==> src/rtl/ewrapper_link_rxo_loopback.sv <==
// Loopback decoder: turns the link transmitter's 72-bit serdes word stream back into eMesh
// transactions. Define ELINK_RXO_ERRCNT_EN to build the saturating violation counter.
module ewrapper_link_rxo_loopback #(
  parameter int unsigned BURST_STRIDE = 8,
  parameter int unsigned ERRCNT_W     = 16
) (
  input  logic                txo_lclk,
  input  logic                reset,
  input  logic [71:0]         tx_in,
  input  logic                err_clr,
  output logic                rxo_emesh_access,
  output logic                rxo_emesh_write,
  output logic [1:0]          rxo_emesh_datamode,
  output logic [3:0]          rxo_emesh_ctrlmode,
  output logic [31:0]         rxo_emesh_dstaddr,
  output logic [31:0]         rxo_emesh_srcaddr,
  output logic [31:0]         rxo_emesh_data,
  output logic                frame_err,
  output logic [ERRCNT_W-1:0] err_count
);

  localparam logic [7:0]  FrameIdle = 8'h00;
  localparam logic [7:0]  FrameHdr  = 8'h3F;
  localparam logic [7:0]  FrameData = 8'hFF;
  localparam logic [31:0] Stride    = 32'(BURST_STRIDE);

  typedef enum logic [1:0] {StIdle, StHdr, StBurst} state_e;

  logic [71:0] tx_q;
  logic [63:0] word;
  logic [7:0]  frame;

  state_e      state_q, state_d;
  logic        hdr_write_q, hdr_write_d;
  logic [1:0]  hdr_dm_q, hdr_dm_d;
  logic [3:0]  hdr_cm_q, hdr_cm_d;
  logic [31:0] hdr_dst_q, hdr_dst_d;
  logic        hdr_inc0_q, hdr_inc0_d;

  logic        access_q, access_d;
  logic        write_q, write_d;
  logic [1:0]  dm_q, dm_d;
  logic [3:0]  cm_q, cm_d;
  logic [31:0] dst_q, dst_d;
  logic [31:0] src_q, src_d;
  logic [31:0] data_q, data_d;
  logic        ferr_q, ferr_d;

  logic        latch_hdr;
  logic        emit;
  logic        viol;

  // Each serdes lane carries one bit of every byte; undo that bit-matrix transpose.
  always_comb begin
    word = '0;
    for (int j = 0; j < 8; j++) begin
      for (int k = 0; k < 8; k++) begin
        word[8*j+k] = tx_q[8*k+j];
      end
    end
  end

  assign frame = tx_q[71:64];

  always_comb begin
    state_d   = state_q;
    latch_hdr = 1'b0;
    emit      = 1'b0;
    viol      = 1'b0;
    unique case (state_q)
      StIdle: begin
        if (frame == FrameHdr) begin
          if (word[0]) begin
            latch_hdr = 1'b1;
            state_d   = StHdr;
          end else begin
            viol = 1'b1;
          end
        end else if (frame != FrameIdle) begin
          viol = 1'b1;
        end
      end
      StHdr: begin
        if (frame == FrameData) begin
          emit    = 1'b1;
          state_d = StBurst;
        end else if (frame == FrameHdr) begin
          // Header without data: flag it but keep the newer header.
          viol      = 1'b1;
          latch_hdr = 1'b1;
        end else begin
          viol    = 1'b1;
          state_d = StIdle;
        end
      end
      StBurst: begin
        if (frame == FrameData) begin
          emit = 1'b1;
        end else if (frame == FrameHdr) begin
          latch_hdr = 1'b1;
          state_d   = StHdr;
        end else if (frame == FrameIdle) begin
          state_d = StIdle;
        end else begin
          viol    = 1'b1;
          state_d = StIdle;
        end
      end
      default: state_d = StIdle;
    endcase
  end

  always_comb begin
    hdr_write_d = hdr_write_q;
    hdr_dm_d    = hdr_dm_q;
    hdr_cm_d    = hdr_cm_q;
    hdr_dst_d   = hdr_dst_q;
    hdr_inc0_d  = hdr_inc0_q;
    if (latch_hdr) begin
      hdr_write_d = word[1];
      hdr_dm_d    = word[3:2];
      hdr_dst_d   = word[35:4];
      hdr_cm_d    = word[39:36];
      hdr_inc0_d  = word[42];
    end
  end

  always_comb begin
    access_d = emit;
    ferr_d   = viol;
    write_d  = write_q;
    dm_d     = dm_q;
    cm_d     = cm_q;
    dst_d    = dst_q;
    src_d    = src_q;
    data_d   = data_q;
    if (emit) begin
      write_d = hdr_write_q;
      dm_d    = hdr_dm_q;
      cm_d    = hdr_cm_q;
      src_d   = word[31:0];
      data_d  = word[63:32];
      // dst_q still holds the previous beat's address while bursting.
      dst_d   = (state_q == StBurst) ? dst_q + (hdr_inc0_q ? 32'd0 : Stride) : hdr_dst_q;
    end
  end

  always_ff @(posedge txo_lclk or posedge reset) begin
    if (reset) begin
      tx_q        <= '0;
      state_q     <= StIdle;
      hdr_write_q <= 1'b0;
      hdr_dm_q    <= '0;
      hdr_cm_q    <= '0;
      hdr_dst_q   <= '0;
      hdr_inc0_q  <= 1'b0;
      access_q    <= 1'b0;
      write_q     <= 1'b0;
      dm_q        <= '0;
      cm_q        <= '0;
      dst_q       <= '0;
      src_q       <= '0;
      data_q      <= '0;
      ferr_q      <= 1'b0;
    end else begin
      tx_q        <= tx_in;
      state_q     <= state_d;
      hdr_write_q <= hdr_write_d;
      hdr_dm_q    <= hdr_dm_d;
      hdr_cm_q    <= hdr_cm_d;
      hdr_dst_q   <= hdr_dst_d;
      hdr_inc0_q  <= hdr_inc0_d;
      access_q    <= access_d;
      write_q     <= write_d;
      dm_q        <= dm_d;
      cm_q        <= cm_d;
      dst_q       <= dst_d;
      src_q       <= src_d;
      data_q      <= data_d;
      ferr_q      <= ferr_d;
    end
  end

  assign rxo_emesh_access   = access_q;
  assign rxo_emesh_write    = write_q;
  assign rxo_emesh_datamode = dm_q;
  assign rxo_emesh_ctrlmode = cm_q;
  assign rxo_emesh_dstaddr  = dst_q;
  assign rxo_emesh_srcaddr  = src_q;
  assign rxo_emesh_data     = data_q;
  assign frame_err          = ferr_q;

`ifdef ELINK_RXO_ERRCNT_EN
  logic [ERRCNT_W-1:0] err_cnt_q, err_cnt_d;

  // Clear wins over a coincident violation.
  always_comb begin
    err_cnt_d = err_cnt_q;
    if (err_clr) begin
      err_cnt_d = '0;
    end else if (viol && (err_cnt_q != {ERRCNT_W{1'b1}})) begin
      err_cnt_d = err_cnt_q + ERRCNT_W'(1);
    end
  end

  always_ff @(posedge txo_lclk or posedge reset) begin
    if (reset) begin
      err_cnt_q <= '0;
    end else begin
      err_cnt_q <= err_cnt_d;
    end
  end

  assign err_count = err_cnt_q;
`else
  logic unused_err_clr;
  assign unused_err_clr = err_clr;
  assign err_count      = '0;
`endif

endmodule

==> config.mk <==
export PLATFORM = sky130hd
export DESIGN_NAME = ewrapper_link_rxo_loopback
export DESIGN_NICKNAME = d
export VERILOG_FILES = /design/src/rtl/ewrapper_link_rxo_loopback.sv
export SDC_FILE = /design/constraint.sdc
export NUM_CORES = 1
export LEC_CHECK = 0
export BUFFER_PORTS_ARGS = -buffer_cell sky130_fd_sc_hd__buf_4
export CORE_MARGIN = 2
export CORE_UTILIZATION = 35
export CTS_BUF_LIST = sky130_fd_sc_hd__clkbuf_4 sky130_fd_sc_hd__clkbuf_8 sky130_fd_sc_hd__clkbuf_16
export CTS_CLUSTER_DIAMETER = 30
export CTS_CLUSTER_SIZE = 20
export DETAILED_ROUTE_END_ITERATION = 16
export GPL_ROUTABILITY_DRIVEN = 0
export GPL_TIMING_DRIVEN = 0
export PLACE_DENSITY = 0.63
export SYNTH_ARGS = -nofsm -noshare
export SYNTH_HDL_FRONTEND = slang
export SYNTH_SLANG_ARGS = --single-unit
export TNS_END_PERCENT = 30
==> constraint.sdc <==
create_clock -name txo_lclk -period 6.65 [get_ports txo_lclk]
set_clock_uncertainty 0.05 [all_clocks]
set_input_delay 0.9975 -clock txo_lclk [delete_from_list [all_inputs] [get_ports txo_lclk]]
set_output_delay 0.9975 -clock txo_lclk [all_outputs]
set_load 0.05 [all_outputs]
; Yosys cells after proc, flatten, opt, wreduce, memory -nomap -nowiden
; Cells that the tools add are included.
[word_totals]
mem_bits_ro = 0
reg_bits = 219
memories = 0
ram_bits = 0
latchBits = 0
[classes]
bitwise_logic = 0
muxes = 24
eq_ne = 8
add_sub_neg = 1
mul = 0
n_lt_le_gt_ge = 0
div = 0
n_shift = 0
reduce_logical = 5
[ops]
columns = cell, n
row1 = $add A32 B4 Y32, 1
row2 = $mux W32, 1
row3 = $mux W1, 14
row4 = $mux W2, 5
row5 = $eq A8 B6 Y1 const B, 1
row6 = $eq A8 B8 Y1 const B, 1
row7 = $logic_not A8 Y1, 1
row8 = $reduce_bool A8 Y1, 1
row9 = $ne A2 B2 Y1 const B, 3
row10 = $pmux W2 S3, 1
row11 = $mux W4, 1
row12 = $reduce_and A4 Y1, 1
row13 = $ne A3 B3 Y1 const B, 1
row14 = $pmux W1 S3, 1
row15 = $eq A2 B1 Y1 const B, 1
row16 = $eq A2 B2 Y1 const B, 1
row17 = $logic_not A2 Y1, 1
row18 = $pmux W1 S2, 1
row19 = $reduce_or A2 Y1, 1

; Longest topological paths before layout
; Gate-level depths: netlist of the first run.
[depth]
depth_word = 5
ltp_mapped = 8
depth_no_buf = 8

; Least setup slack after synthesis of the first run
; OpenSTA, ideal clock, no wires.
[synth_path]
kind = register -> register
from = register dst_q[3] (netlist: rxo_emesh_dstaddr[3])
to = register dst_q[27] (netlist: rxo_emesh_dstaddr[27])
path_slack_ns = 4.166
setup_ns = 0.137
arrival_ns = 2.298
stages_incl_launch_ff = 8
path_buffers = 0
cell_sequence = dfrtp_1 ha_1 ha_1 and4_1 nand4_1 or3_1 o32ai_1 a21oi_1
[synth_via]
elab_chain_cells = 2
[synth_lines]
columns = element, line
row1 = from (decl), 44  ; logic [31:0] dst_q, dst_d;
row2 = from (signal assigned), 177  ; dst_q <= dst_d;
row3 = $add A32 B4 Y32, 144  ; dst_d = (state_q == StBurst) ? dst_q + (hdr_inc0_q ? 32'd0 : Stride) : hdr_dst_q;
row4 = $mux W32, 144
; No other way between the ends.
; A chain may end at the register's enable or synchronous reset.

; Worst setup path after layout of the first run
[layout_path]
from = register hdr_inc0_q
to = register dst_q[29] (netlist: rxo_emesh_dstaddr[29])
[layout_via]
elab_chain_cells = 3
[layout_lines]
columns = element, line
row1 = from (decl), 38  ; logic hdr_inc0_q, hdr_inc0_d;
row2 = from (signal assigned), 172  ; hdr_inc0_q <= hdr_inc0_d;
row3 = $mux W4, 144
row4 = $add A32 B4 Y32, 144
row5 = $mux W32, 144
; No other way between the ends.

==> impl_results.md, run 1 <==
- DRT antenna net count: 0
- Vias: 6,420
- CTS tree: done
- Yosys warns: 0
- Area growth syn-to-layout: 41.0%
- Most frequent cells after synthesis: 241 x nand2_1, 219 x dfrtp_1, 40 x mux2_2, 35 x a21oi_1, 23 x clkbuf_1
- DRC: 0
- Cell Chain, Critical Path: inv_1, ha_1, ha_1, and4_1, nand4_1, or3_1, o32ai_1, a21oi_1
- Fill cells: 2,152
- Worst VDD drop: 0.000250 V
- Placed Cells incl. Taps: 1,265
- Clock transition at path regs: 50 ps
- Initial antenna violation count: 0
- Met3 routed WL: 2.03 mm
- Final WL: 21.8 mm
- DR top layer: met4
- IO Port Bufs: 178
- HP Class: reg -> reg
- Vias per inst: 4.76
- Yosys top cell area share: 65.6%
- Unrepaired setup endpoints after global routing: no
- CTS max path bufs: 3
- H-tree levels: 2
- # diodes: 0
- Die Wd: 158 um
- Sink Count: 219
- Initial core utilization: 35.6%
- Chip height: 158 um
- Most common cell on crit path: ha_1
- Wire per inst: 16.2 um
- Crit path max fanout: 5
- XOR/XNOR share of the synthesized area: 0%
- Most common cell in the netlist: nand2_1
- Routed met2 length: 9.96 mm
- Tightest Pin Transition: 842 ps
- CTS root buffer: clkbuf_16
- Distinct cells, synth: 41
- Flop2flop setup slack: 4100 ps
- Type of the worst setup path: reg -> reg
- Die area: 25,100 um^2
- Max-cap violations: 0
- Remaining Overflow, GRT: 0
- PwrDens: 318 nW/um^2
- FF+latch count, synth: 219
- Post-Synth Simple-Gate Area: 16.5%
- Netlist Area Pre-Place: 8350 um^2
- Crit share post-route: 38.4%
- Fin nets: 1,074
- Post-Route M1 WL: 9.26 mm
- HPWL Detailed: 15.3 mm
- Complex-gate fraction of the synthesized area: 7.45%
- Hold_buf cts: 0
- Syn_area_per_cell: 11.2 um^2
- Worst Path Buf+Inv: 1
- Synth Instances: 748
- Post-synth EDFFs: 0
- Req. time, crit path: 6980 ps
- 1st-iter DRT viols: 330
- Post-Synth Adder-Cell Area: 0.899%
- First-pass GRT wire length: 34.7 mm
- Ys async rst share: 100%
- Area occupied by multi-input gates: 2640 um^2
- Status: complete, no violations
- Worst stage delay on the critical path: 520 ps
- Final setup TNS: 0 ps
- Final hold vios: 0
- TritonRoute pass-1 iters: 7
- Top post-synthesis cells by area: dfrtp_1 66%, nand2_1 11%, mux2_2 5.4%
- Largest family of logic cells by synthesized area: simple AND/OR/NAND/NOR gates
- CP startpoint kind: flop
- Static Leak: 5.95 nW
- CP top delay family: simple AND/OR/NAND/NOR gates
- Worst setup EP type: flop
- Skew-Pair Late Insertion Delay: 530 ps
- Pin count of the biggest net entering global routing: 44
- Setup violators final: 0
- Cts repair resizes: 0
- Mux contribution to synthesized area: 6.02%
- Min Tclk post-route: 2550 ps
- Worst path slowest cell: or3_1
- Vias in the first global route: 6,490
- Cell taking the most area after synthesis: dfrtp_1
- Fmax: 392 MHz
- Cell Rows: 56
- Reg area: 5480 um^2
- # IOs: 196
- Slew HR: 43.4%
- Core area: 23,500 um^2
- Post-synthesis sequential area ratio: 65.6%
- Gr usage total: 17.7%
- Post-synth top flop: dfrtp_1
- Final cell count without fillers: 1,348
- Fin. max-slew vios: 0
- Critical Path AT: 2880 ps
- Post-CTS Setup Bufs: 0
- TritonCTS buffer count: 45
- Final Util: 50.2%
- Layout cells sized above 1: 32.7%
## layer usage
metal	track usage [%]	up-vias
li1	-	3013
met1	22.9	3110
met2	27.4	249
met3	6.26	48
met4	6.65	0
met5	0	-
## path summary, 6_finish.rpt
check / start / to / cells after the start
max in group asynchronous: reset / rxo_emesh_srcaddr[13]$_DFFE_PP0N_ / 4
worst min register to register: tx_q[54]$_DFF_PP0_ / rxo_emesh_data[22]$_DFFE_PP0N_ / 2
min in group asynchronous: reset / rxo_emesh_data[27]$_DFFE_PP0N_ / 2
worst max-delay path: hdr_inc0_q$_DFFE_PP0P_ / rxo_emesh_dstaddr[29]$_DFFE_PP0N_ / 8
worst min-delay path: tx_q[54]$_DFF_PP0_ / rxo_emesh_data[22]$_DFFE_PP0N_ / 2
worst max register to register: hdr_inc0_q$_DFFE_PP0P_ / rxo_emesh_dstaddr[29]$_DFFE_PP0N_ / 8
## registers in the layout, indices dropped and copies added (netlist names), 4 cells and up
signal	flops
rxo_emesh_data	32
rxo_emesh_srcaddr	32
tx_q	72
hdr_cm_q	4
rxo_emesh_ctrlmode	4
hdr_dst_q	32
rxo_emesh_dstaddr	32
## where the power goes
| group | internal [mW] | switching, mW | total, mW |
|---|---|---|---|
| clock network | 1.47 | 0.724 | 2.20 |
| registers | 1.38 | 0.0230 | 1.40 |
| logic | 0.0638 | 0.0867 | 0.150 |
| total | 2.91 | 0.834 | 3.75 |
## kinds of logic (layout without fill, tap and decap cells)
family | Yosys count | count (layout)
adder cells (fa/ha/maj) | 6 | 6
AO/OA/AOI/OAI | 99 | 99
multiplexers | 45 | 45
other | 1 | 16
buffers and inverters | 59 | 325
AND/OR/NAND/NOR | 319 | 319
flip-flops | 219 | 219
## worst min-delay path, delay by kind of cell (launching register included)
family	cells	cell delay [ps]
AND/OR/NAND/NOR	2	80
flip-flops	1	310
## layout by cell type, fill, tap and decap left out, types with 5 or more instances in the layout
cell type / synthesis / layout
a21oi_1: 35 / 35
a2bb2oi_1: 15 / 15
and4_1: 6 / 6
buf_1: 6 / 6
buf_12: 0 / 5
buf_4: 16 / 194
clkbuf_1: 23 / 23
clkbuf_16: 0 / 46
clkbuf_4: 0 / 7
clkbuf_8: 0 / 5
clkinv_2: 0 / 9
clkinvlp_4: 0 / 9
conb_1: 1 / 16
dfrtp_1: 219 / 219
ha_1: 6 / 6
inv_1: 8 / 7
mux2_2: 40 / 40
nand2_1: 241 / 241
nand3_1: 22 / 22
nand4_1: 15 / 15
nor2_1: 12 / 12
o21ai_0: 20 / 20
o22ai_1: 14 / 14
## cell type report
cell class / instances / area share [%]
buffer: 50 / 2.16
inverter: 9 / 0.319
timing repair buffer: 183 / 12.2
tap: 319 / 3.39
multi-input combinational: 485 / 22.4
clock inverter: 25 / 2.19
sequential: 219 / 46.5
clock buffer: 58 / 10.8
## per-stage QoR
stage	power [mW]	instance area (um^2)	hold slack, ps	worst slack, ps
after CTS	3.79	11800	378	4120
after detailed placement	1.57	10200	371	4140
after floorplan	1.50	8410	364	2750
final	3.75	11800	378	4100
after global routing	3.88	11800	396	3910
after global placement	1.56	10100	366	1360
Note: power is estimated with default switching activity, not from simulation.
==> run 2: changes to the inputs <==
ABC_AREA = 1   (was unset)
clock period = 2.1 ns   (was 6.65 ns; I/O delays follow)
==> run 2 against run 1 <==
  * Die area rose by 4.4%
  * Clock power rose to 3.6 times the previous value
  * Fmax up 27%
  * Critical path type unchanged
==> impl_results.md, run 2 <==
- Crit share post-route: 95.7%
- Remaining Overflow, GRT: 0
- CTS tree: done
- Die area: 26,200 um^2
- Slew HR: 56.7%
- Type of the worst setup path: reg -> reg
- Crit path max fanout: 4
- Flop2flop setup slack: 90 ps
- CP startpoint kind: flop
- Min Tclk post-route: 2010 ps
- Static Leak: 6.62 nW
- Vias per inst: 4.45
- Initial antenna violation count: 0
- DRC: 0
- Max FFs per register: 72
- Max-cap violations: 0
- Critical Path AT: 2370 ps
- Area after DPL: 10,600 um^2
- Final hold vios: 0
- Crit path to: rxo_emesh_dstaddr[25]$_DFFE_PP0N_
- DRT antenna net count: 0
- FF+latch count, synth: 219
- Wire per inst: 14.5 um
- # diodes: 0
- Worst setup EP type: flop
- 1st-iter DRT viols: 487
- Post-synth EDFFs: 0
- Sink Count: 219
- Pin count of the biggest net entering global routing: 44
- Ys async rst share: 100%
- Yosys top cell area share: 62.8%
- Most frequent cells after synthesis: 368 x nand2_1, 219 x dfrtp_1, 77 x nor2_1, 64 x inv_1, 51 x o21ai_0
- Cell taking the most area after synthesis: dfrtp_1
- Most frequent cells in the layout: 367 x nand2_1, 219 x dfrtp_1, 199 x buf_4, 75 x nor2_1, 73 x dlygate4sd3_1
- # IOs: 196
- Status: complete, no violations
- Post-synthesis sequential area ratio: 62.8%
- Distinct cells, synth: 30
- Vias in the first global route: 7,285
- Chip height: 162 um
- Pre-CTS setup slack: -94.7 ps
- IO Port Bufs: 178
- Initial core utilization: 35.8%
- Synth Instances: 949
- Die Wd: 162 um
- Fin nets: 1,351
- Final Util: 53.9%
- Fmax: 498 MHz
- H-tree levels: 2
- Unrepaired setup endpoints after global routing: yes
- TritonCTS buffer count: 47
- Layout cells sized above 1: 25.9%
- Commonest non-fill, non-tap cell in the layout: nand2_1
- Core area: 24,400 um^2
- PwrDens: 1060 nW/um^2
- TritonRoute pass-1 iters: 5
- Crit path launch: hdr_inc0_q$_DFFE_PP0P_
- Top post-synthesis cells by area: dfrtp_1 63%, nand2_1 16%, nor2_1 3.3%
- Setup violators final: 0
- Worst R2R Start: hdr_inc0_q$_DFFE_PP0P_
- Gr usage total: 18.2%
- R2R cell count: 12
- Area growth syn-to-layout: 50.6%
- Final setup TNS: 0 ps
- Netlist Area Pre-Place: 8720 um^2
- Req. time, crit path: 2460 ps
- Skew-Pair Late Insertion Delay: 520 ps
- Tightest Pin Transition: 649 ps
- Worst VDD drop: 0.000852 V
- Largest Register: tx_q
- Final WL: 23.7 mm
- Final instance area: 13,100 um^2
- Fin. max-slew vios: 0
- HP Class: in -> async
- Clock transition at path regs: 50 ps
- First-pass GRT wire length: 37.6 mm
- Vias: 7,265
- Yosys warns: 0
- CTS root buffer: clkbuf_16
- Most common cell in the netlist: nand2_1
- Syn_area_per_cell: 9.19 um^2
- HPWL Detailed: 16.2 mm
- RR Endpoint: rxo_emesh_dstaddr[25]$_DFFE_PP0N_
- Cell Rows: 57
- Worst Setup Slack, final: 90.7 ps
- CTS max path bufs: 3
- Post-synth top flop: dfrtp_1
-- run 2: cell types whose count changed after synthesis, sizes merged, moves of 10 or more --
cell,delta
nand2,+129
nor2,+71
inv,+56
o21ai,+44
mux2,-42
nand3,+19
a2bb2oi,-15
o22ai,-14
buf,+13
nand4,-13
clkbuf,-10
-- run 2: logic make-up after synthesis --
logic type,after synthesis,synth area share (%)
other cells,1,0.0430
compound gates,102,6.50
flops,219,62.8
simple gates,502,22.8
buf+inv,119,6.96
fa+ha+maj,6,0.860
-- run 2: worst max-delay path, stage by stage, from the launching register on --
cell and delay, ps:
dfrtp_1 370, inv_2 90, ha_2 180, ha_2 190
nand2_1 100, nor2_4 210, nand2_1 150, nor2_4 170
nand2_1 70, nand2_1 70, nand3_1 100, nand2_1 110
nand2_1 50
-- run 2: final cells by class --
type,instances,area [um^2]
clock buffers,66,1440
multi-input cells,626,2730
well taps,324,405
inverters,66,253
plain buffers,53,364
fillers,2211,11300
repair buffers,257,2170
clock inverters,20,299
flip-flops and latches,219,5480
-- run 2: power by group --
part | internal, mW | switching (mW)
clock | 5.59 | 2.28
sequential | 4.51 | 0.147
combinational | 0.511 | 0.912
total | 10.6 | 3.33
-- run 2: worst min-delay path by stage --
stage,endpoint,slack (ps)
2_1_floorplan,tx_q[0]$_DFF_PP0_,300
3_3_place_gp,tx_q[42]$_DFF_PP0_,370
3_5_place_dp,tx_q[51]$_DFF_PP0_,360
4_1_cts,tx_q[29]$_DFF_PP0_,370
5_1_grt,tx_q[14]$_DFF_PP0_,370
6_report,tx_q[51]$_DFF_PP0_,380
-- run 2: repair_timing --
action                                  in CTS  in global routing
pin swaps                                    0                  2
resized for setup                            3                 16
buffers inserted                             0                  1
hold buffers                                73                  0
hold endpoints to repair                    94                  0
endpoints found under the setup margin       6                 39
-- run 2: stage by stage --
step	hold WS, ps	power [mW]	cells
after floorplan	296	5.56	964
after global placement	374	5.98	1466
after detailed placement	365	6.02	1471
after CTS	369	14.1	1630
after global routing	374	14.5	1631
final	381	13.9	1631
-- run 2: metal layers --
layer	up-vias	global-route usage (%)	share of wire, %
li1	3588	-	-
met5	-	0	0
met1	3416	23.0	42
met3	40	5.21	7.5
met2	221	30.5	48
met4	0	5.19	2.0
==> run 3: changes to the inputs <==
SETUP_SLACK_MARGIN = 0.3   (was unset)
==> run 3 against run 2 <==
  * Register-to-register slack improved by 170 ps
  * Final area up 3.5%
  * Combinational power up 8%
  * Critical path depth rose by 1
  * Critical endpoint unchanged
  * Largest power group unchanged
  * Highest routed layer unchanged
==> impl_results.md, run 3 (synthesized netlist as in run 2, its figures left out) <==
- Status: complete, no violations
- WHS Endpoint: rxo_emesh_data[20]$_DFFE_PP0N_
- Vias per inst: 4.47
- Sink Count: 219
- Crit share post-route: 87.8%
- CP startpoint kind: flop
- # IOs: 196
- Final instance area: 13,600 um^2
- Remaining Overflow, GRT: 0
- DRT antenna net count: 0
- Worst R2R Start: hdr_inc0_q$_DFFE_PP0P_
- CTS tree: done
- Crit path max fanout: 4
- Type of the worst setup path: reg -> reg
- Area after DPL: 10,600 um^2
- Final hold vios: 0
- Worst VDD drop: 0.000859 V
- Setup violators final: 0
- Unrepaired setup endpoints after global routing: yes
- TritonRoute pass-1 iters: 7
- Pre-CTS setup slack: -94.7 ps
- Fill cells: 2,165
- TritonCTS buffer count: 47
- Core area: 24,400 um^2
- Most crowded layer after global routing: met2
- GR Util met1: 23.1%
- Static Leak: 6.86 nW
- Slew HR: 60.1%
- Vias in the first global route: 7,318
- First-pass GRT wire length: 37.8 mm
- Wire per inst: 14.9 um
- H-tree levels: 2
- Largest Register: tx_q
- Min-Delay Path Depth: 2
- Chip height: 162 um
- GR Util met2: 30.9%
- Fin nets: 1,368
- Area occupied by multi-input gates: 2880 um^2
- R2R cell count: 13
- Critical Path AT: 2200 ps
- 1st-iter DRT viols: 453
- Reg area: 5480 um^2
- RR Endpoint: rxo_emesh_dstaddr[25]$_DFFE_PP0N_
- HP Class: reg -> reg
- Max FFs per register: 72
- Initial core utilization: 35.8%
- DRC: 0
- Initial antenna violation count: 0
- Pin count of the biggest net entering global routing: 44
- IO Port Bufs: 178
- HPWL Detailed: 16.2 mm
- Hold WS: 375 ps
- Fmax: 542 MHz
- Final WL: 24.6 mm
- Flop2flop setup slack: 260 ps
- Fin. max-slew vios: 0
- PwrDens: 1030 nW/um^2
- CTS root buffer: clkbuf_16
- Vias: 7,372
- Skew-Pair Late Insertion Delay: 520 ps
- Die area: 26,200 um^2
- Layout cells sized above 1: 29.8%
- Req. time, crit path: 2460 ps
- Hold Path Origin: tx_q[38]$_DFF_PP0_
- Commonest non-fill, non-tap cell in the layout: nand2_1
- Gr usage total: 18.2%
- Area growth syn-to-layout: 55.9%
- Most frequent cells in the layout: 350 x nand2_1, 219 x dfrtp_1, 210 x buf_4, 73 x dlygate4sd3_1, 71 x nor2_1
- Min Tclk post-route: 1840 ps
- Worst setup EP type: flop
- Max-cap violations: 0
- Clock transition at path regs: 50 ps
- Die Wd: 162 um
- CTS max path bufs: 3
- Cell Rows: 57
- # diodes: 0
- Worst Setup Slack, final: 256 ps
- Tightest Pin Transition: 598 ps
- Met3 Use GR: 5.08%
-- run 3: cell types whose count changed in the layout (fill, tap and decap cells not counted), moves of 4 or more --
cell / before / now
clkbuf_1: 10 / 0
buf_6: 10 / 6
nand2_2: 2 / 10
nand2_4: 1 / 10
buf_8: 0 / 4
buf_4: 199 / 210
nand2_1: 367 / 350
nor2_1: 75 / 71
clkbuf_4: 4 / 8
clkbuf_16: 49 / 54
-- run 3: final cells by class --
cell class                      instances  share of cell area, %
Inverter                               66                   1.91
Timing Repair Buffer                  273                   17.6
Multi-Input combinational cell        626                   21.2
Clock inverter                         20                   2.20
Sequential cell                       219                   40.3
Tap cell                              324                   2.98
Clock buffer                           66                   10.6
Timing Repair inverter                  1                 0.0460
Buffer                                 53                   3.24
-- run 3: where the power goes --
group	switching, mW	internal [mW]
registers	0.157	4.51
logic	0.951	0.587
clock network	2.28	5.59
total	3.39	10.7
-- run 3: how the worst max path moves through the flow --
stage                                       from                           endpoint  slack, ps  cells past startpoint
after floorplan                            reset                frame_err$_DFF_PP0_      -1120                      1
after global placement                     reset                 tx_q[47]$_DFF_PP0_      -2490                      2
after detailed placement  hdr_inc0_q$_DFFE_PP0P_  rxo_emesh_dstaddr[23]$_DFFE_PP0N_        -90                     12
after CTS                 hdr_inc0_q$_DFFE_PP0P_  rxo_emesh_dstaddr[23]$_DFFE_PP0N_        240                     12
after global routing      hdr_inc0_q$_DFFE_PP0P_  rxo_emesh_dstaddr[25]$_DFFE_PP0N_        140                     13
final                     hdr_inc0_q$_DFFE_PP0P_  rxo_emesh_dstaddr[25]$_DFFE_PP0N_        260                     13
-- run 3: metrics by stage --
stage	TNS (ps)	std cells	total power, mW	util [%]
after global routing	0	1648	14.6	55.8
after global placement	-539980	1466	5.98	43.2
after floorplan	-245080	964	5.56	-
after CTS	0	1633	14.1	54.1
after detailed placement	-290	1471	6.02	43.6
final	0	1648	14.1	55.8
-- run 3: what timing repair did --
action | CTS | global route
buffers inserted | 3 | 9
gates resized for setup | 29 | 76
hold buffers | 73 | 0
pin swaps | 6 | 12
endpoints found under the hold margin | 94 | 0
cloned | 0 | 6
setup endpoints to repair | 90 | 188
-- run 3: metal layers --
metal / part of all wire, % / wire, um / up-vias
li1: - / - / 3624
met1: 43 / 10400 / 3498
met2: 49 / 12000 / 210
met3: 6.9 / 1700 / 40
met4: 1.8 / 436 / 0
met5: 0 / 0 / -
-- run 3: critical path, stage by stage, from the launching register on --
cell     delay (ps)
dfrtp_1         370
inv_2           110
ha_4            150
ha_4            140
nand2_4          50
nor2_4          180
buf_6           130
nand2_4          50
nor2_4          130
nand2_1          70
nand2_1          70
nand3_1         100
nand2_1          90
nand2_1          40
